$ cat config.mk
export PLATFORM = sky130hd
export DESIGN_NAME = ysyx_22050243_lsu
export DESIGN_NICKNAME = d
export VERILOG_FILES = /design/src/rtl/ysyx_22050243_lsu.sv
export SDC_FILE = /design/constraint.sdc
export NUM_CORES = 1
export LEC_CHECK = 0
export CAP_MARGIN = 40
export CELL_PAD_IN_SITES_DETAIL_PLACEMENT = 0
export CELL_PAD_IN_SITES_GLOBAL_PLACEMENT = 2
export CORE_MARGIN = 8
export CORE_UTILIZATION = 31
export CTS_BUF_LIST = sky130_fd_sc_hd__clkbuf_8
export CTS_CLUSTER_DIAMETER = 40
export DETAILED_ROUTE_END_ITERATION = 10
export GPL_TIMING_DRIVEN = 0
export PLACE_DENSITY = 0.95
export SYNTH_ARGS = -nofsm -noshare
export SYNTH_HDL_FRONTEND = slang
export SYNTH_SLANG_ARGS = --single-unit
$ cat constraint.sdc
create_clock -name clk -period 3.75 [get_ports clk]
set_input_delay 0.9375 -clock clk [delete_from_list [all_inputs] [get_ports clk]]
set_output_delay 0.9375 -clock clk [all_outputs]
set_load 0.01 [all_outputs]
$ cat src/rtl/ysyx_22050243_lsu.sv
// Load/store unit: accepts one EX-stage memory op, issues one data-bus request, returns the extended load result.
// Latency: 1 cycle accept-to-result for no-op/misaligned ops, 3 cycles minimum for bus accesses.
// Backpressure: in_ready only in IDLE; req_* held until req_ready; result held until out_ready.
module ysyx_22050243_lsu #(
  parameter int WIDTH = 64
) (
  input  logic             clk,
  input  logic             rst_n,
  input  logic             in_valid,
  output logic             in_ready,
  input  logic             mem_w,
  input  logic             mem_r,
  input  logic [2:0]       funct3,
  input  logic [WIDTH-1:0] addr,
  input  logic [WIDTH-1:0] store_data,
  input  logic [7:0]       store_mask,
  output logic             out_valid,
  input  logic             out_ready,
  output logic [WIDTH-1:0] load_data,
  output logic             misalign,
  output logic             req_valid,
  input  logic             req_ready,
  output logic [WIDTH-1:0] req_addr,
  output logic             req_wen,
  output logic [WIDTH-1:0] req_wdata,
  output logic [7:0]       req_wmask,
  input  logic             resp_valid,
  input  logic [WIDTH-1:0] resp_rdata
);

  typedef enum logic [1:0] {IDLE, REQ, WAIT, DONE} state_t;

  state_t           state;
  logic             mem_w_q;
  logic             mem_r_q;
  logic [2:0]       funct3_q;
  logic [WIDTH-1:0] addr_q;
  logic [WIDTH-1:0] store_data_q;
  logic [7:0]       store_mask_q;

  // Legality of the incoming op, judged before it is captured.
  logic in_access;
  logic in_illegal;
  logic in_misal;
  logic in_bad;
  assign in_access  = mem_w | mem_r;
  assign in_illegal = (funct3 == 3'b111);
  assign in_bad     = in_illegal | in_misal;

  // Natural alignment check keyed on the size bits funct3[1:0].
  always_comb begin
    in_misal = 1'b0;
    case (funct3[1:0])
      2'b01:   in_misal = addr[0];
      2'b10:   in_misal = (addr[1:0] != 2'b00);
      2'b11:   in_misal = (addr[2:0] != 3'b000);
      default: in_misal = 1'b0;
    endcase
  end

  // Byte-lane shift amount within the 8-byte bus word.
  logic [5:0]       shamt;
  logic [WIDTH-1:0] rdata_sh;
  logic [WIDTH-1:0] load_ext;
  assign shamt    = {addr_q[2:0], 3'b000};
  assign rdata_sh = resp_rdata >> shamt;

  // Sign/zero extension of the lane-aligned response word.
  always_comb begin
    load_ext = '0;
    case (funct3_q)
      3'b000:  load_ext = {{(WIDTH-8){rdata_sh[7]}},   rdata_sh[7:0]};
      3'b001:  load_ext = {{(WIDTH-16){rdata_sh[15]}}, rdata_sh[15:0]};
      3'b010:  load_ext = {{(WIDTH-32){rdata_sh[31]}}, rdata_sh[31:0]};
      3'b011:  load_ext = rdata_sh;
      3'b100:  load_ext = {{(WIDTH-8){1'b0}},  rdata_sh[7:0]};
      3'b101:  load_ext = {{(WIDTH-16){1'b0}}, rdata_sh[15:0]};
      3'b110:  load_ext = {{(WIDTH-32){1'b0}}, rdata_sh[31:0]};
      default: load_ext = '0;
    endcase
  end

  // Request payload is derived from the captured op, so it is stable for the whole REQ phase.
  // mem_w wins when both mem_w and mem_r are set.
  assign req_addr  = {addr_q[WIDTH-1:3], 3'b000};
  assign req_wen   = mem_w_q;
  assign req_wdata = mem_w_q ? (store_data_q << shamt) : '0;
  assign req_wmask = mem_w_q ? (store_mask_q << addr_q[2:0]) : 8'h00;

  // Control FSM with registered handshake and result outputs.
  always_ff @(posedge clk or negedge rst_n) begin
    if (!rst_n) begin
      state        <= IDLE;
      in_ready     <= 1'b1;
      req_valid    <= 1'b0;
      out_valid    <= 1'b0;
      misalign     <= 1'b0;
      load_data    <= '0;
      mem_w_q      <= 1'b0;
      mem_r_q      <= 1'b0;
      funct3_q     <= 3'b000;
      addr_q       <= '0;
      store_data_q <= '0;
      store_mask_q <= 8'h00;
    end else begin
      case (state)
        IDLE: begin
          if (in_valid) begin
            mem_w_q      <= mem_w;
            mem_r_q      <= mem_r;
            funct3_q     <= funct3;
            addr_q       <= addr;
            store_data_q <= store_data;
            store_mask_q <= store_mask;
            in_ready     <= 1'b0;
            load_data    <= '0;
            if (in_access && !in_bad) begin
              state     <= REQ;
              req_valid <= 1'b1;
              misalign  <= 1'b0;
            end else begin
              // No-ops and bad accesses skip the bus entirely.
              state     <= DONE;
              out_valid <= 1'b1;
              misalign  <= in_access & in_bad;
            end
          end
        end
        REQ: begin
          if (req_ready) begin
            req_valid <= 1'b0;
            state     <= WAIT;
          end
        end
        WAIT: begin
          // Stores also wait here for the write acknowledge.
          if (resp_valid) begin
            state     <= DONE;
            out_valid <= 1'b1;
            load_data <= (mem_r_q && !mem_w_q) ? load_ext : '0;
          end
        end
        DONE: begin
          if (out_ready) begin
            state     <= IDLE;
            out_valid <= 1'b0;
            in_ready  <= 1'b1;
          end
        end
        default: state <= IDLE;
      endcase
    end
  end

endmodule
==> results.ini <==
[timing]
layout_worst_path_cycle_share_pct=97.6
max_freq_mhz=273
finalSetupViolCount=0
finalHoldViolCount=0
finalMaxSlewViolations=0
rsz0062_at_grt=false
hold_ws_ns=0.261
setup-tns-final_ns=0
min_period_ns=3.66
max_slew_margin_pct=37.8
fin_ws_ns=0.0899
fin_worst_skew_ns=0.0286
tightest_slew_ns=0.926

[worst_setup_path]
startpoint_type=flip-flop
critical_path_class=reg -> out
required_ns=2.81
endpoint_kind=output pin
worst-path-max-fanout=10
reg2reg_depth=9
arrival_ns=2.72

[placement]
hpwl_microns=45600
port_buffers=412
place_congestion=0.909
place_ws_ns=-0.612

[final_layout]
final_nets=1872
seqCellArea_sq_um=5280
fill_cells=3803
multiInputGateArea_sq_um=6580
area_growth_syn_to_layout_pct=52.1
drive_gt1_share_pct=26.4

[floorplanning]
row_count=73
die-area_sq_um=47100
die_x_microns=217
chipHeight_microns=217
ios=416
initial_core_util_pct=31.5
coreArea_sq_um=39800

[synth]
yosys.area.top_type_share_pct=41.9
synth_edf_count=0
yosysSeqAreaShare_pct=42.1
async_flop_share_pct=100
synth_area_leaders=dfrtp_1, mux2_2, mux2i_1, a21oi_1, buf_4
synth.most_common_cell=dfrtp_1
yosysTopAreaCell=dfrtp_1
synth_cells=1186
avgSynthCellArea_sq_um=10.6
synth.distinct_cells=50
synth_seq_cells=211
synthTopCellsByCount=dfrtp_1, mux2_2, mux2i_1
yosysWarnings=0
synth_flop_cell=dfrtp_1
synth_area_sq_um=12500

[worst_hold_path]
hp-class=in -> async

[clock_network]
clock_latency_ns=0.62
ctsHtreeMaxLevel=2
cts.path.max_buffers=3
cts_tree=built
clkTransAtPathRegs_ns=0.06
root_buffer=clkbuf_8
clock-sinks=211
hold_buffers=0
cts_buffers=47

[grt]
grtUsageMet2_pct=38.6
grt_antenna_before_repair=2
grt-ovfl-total=0
grt_pass1_vias=12500
gr-usage-met3_pct=7.91
grtUsageMet1_pct=28.8
grtUsageTotal_pct=23.8
grt_pass1_wl_microns=84100
busiest_layer=met2
grt_max_degree=78

[detailed_routing]
num_vias=11700
firstDrtPassIters=7
first_iter_violations=772
routed_wl_microns=58000
postRouteAntennaNets=0
drc=0
wl_per_cell_microns=26.1
via_per_inst=5.27

[power]
vdd_ir_drop_max_mv=0.569
p_leak_nw=8.06
power.density_nw_per_um2=949

[status]
outcome=complete, no violations

[flow_run]
maxCapViolCount=0

==> flip-flops by register name (all words and copies together) (netlist names) <==
signal / flops
funct3_q: 3
store_mask_q: 8
state: 2
load_data: 64
in_ready: 1
store_data_q: 64
misalign: 1
addr_q: 64
req_wen: 1
req_valid: 1
mem_r_q: 1
out_valid: 1
==> final cells by class <==
type,count,share of cell area (%)
multi-input combinational,815,34.5
sequential,211,27.7
timing repair buffer,423,22.4
buffer,152,5.99
clock buffer,60,4.33
tap,525,3.45
clock inverter,26,1.49
inverter,7,0.138
antenna,1,0.0131
==> worst max-delay path, cell delays in order, from the launching register on <==
cell and delay, ns:
dfrtp_1 0.37, buf_6 0.14, buf_6 0.15, buf_8 0.16
buf_6 0.16, mux2i_1 0.13, o21ai_2 0.21, nor2b_2 0.23
clkdlybuf4s50_1 0.56
==> layout by cell type (no fill, tap or decap), drive strengths merged, types with 2 or more instances in the layout <==
master,instances
bufinv,5
o221ai,8
ha,4
a211oi,32
nand3,2
dfrtp,210
clkbuf,105
nor4,4
and2,20
dlymetal6s2s,13
mux4,17
clkinv,6
buf,117
a22oi,32
nor3,3
conb,3
nand2b,18
nor3b,2
inv,15
nor2,44
or2,3
mux2,160
o22ai,16
clkdlybuf4s50,369
a31oi,10
clkinvlp,7
nor2b,56
o21ai,82
dlygate4sd2,28
clkdlybuf4s15,3
a21oi,105
mux2i,110
nand2,71
==> metal layers <==
metal | routed length [microns] | vias to the layer above
li1 | - | 5187
met1 | 22600 | 5753
met2 | 27200 | 648
met3 | 6100 | 99
met4 | 2010 | 2
met5 | 13 | -
==> final timing paths <==
check	from	end	slack (ns)
worst max-delay path	addr_q[1]	req_wdata[19]	0.09
worst min-delay path	rst_n	load_data[4]	0.26
worst max register to register	state[0]	load_data[28]	0.83
worst min register to register	load_data[7]	load_data[7]	0.48
max in group asynchronous	rst_n	in_ready	2.65
min in group clk	load_data[7]	load_data[7]	0.48
==> cell families after synthesis <==
family / share of synthesized area, %
and+or+nand+nor: 9.23
muxes: 26.2
adders and majority gates: 0.399
DFF: 42.1
buffers and inverters: 7.39
other: 0.0299
AOI/OAI and AO/OA: 14.6
==> timing repair <==
action                     in CTS  in global routing
pin swaps                       2                  0
setup buffers                   6                  0
gates resized for setup       169                 31
gates cloned                    1                  0
setup endpoints to repair      72                 20
==> report_power, final <==
| group | switching, mW | internal, mW | total (mW) |
|---|---|---|---|
| Clock | 1.19 | 1.81 | 3.00 |
| Sequential | 0.898 | 3.24 | 4.14 |
| Combinational | 5.67 | 5.29 | 11.0 |
| Total | 7.75 | 10.3 | 18.1 |
==> through the flow <==
stage | instance area (sq um) | util [%] | instances | power [mW]
after detailed placement | 17400 | 43.7 | 2130 | 14.4
final | 19100 | 47.9 | 2220 | 18.1
after floorplan | 12500 | - | 1188 | 9.76
after global placement | 17300 | 43.5 | 2125 | 14.3
after global routing | 19100 | 47.9 | 2219 | 19.0
after CTS | 19000 | 47.6 | 2219 | 18.0
Note: power is estimated with default switching activity, not from simulation.
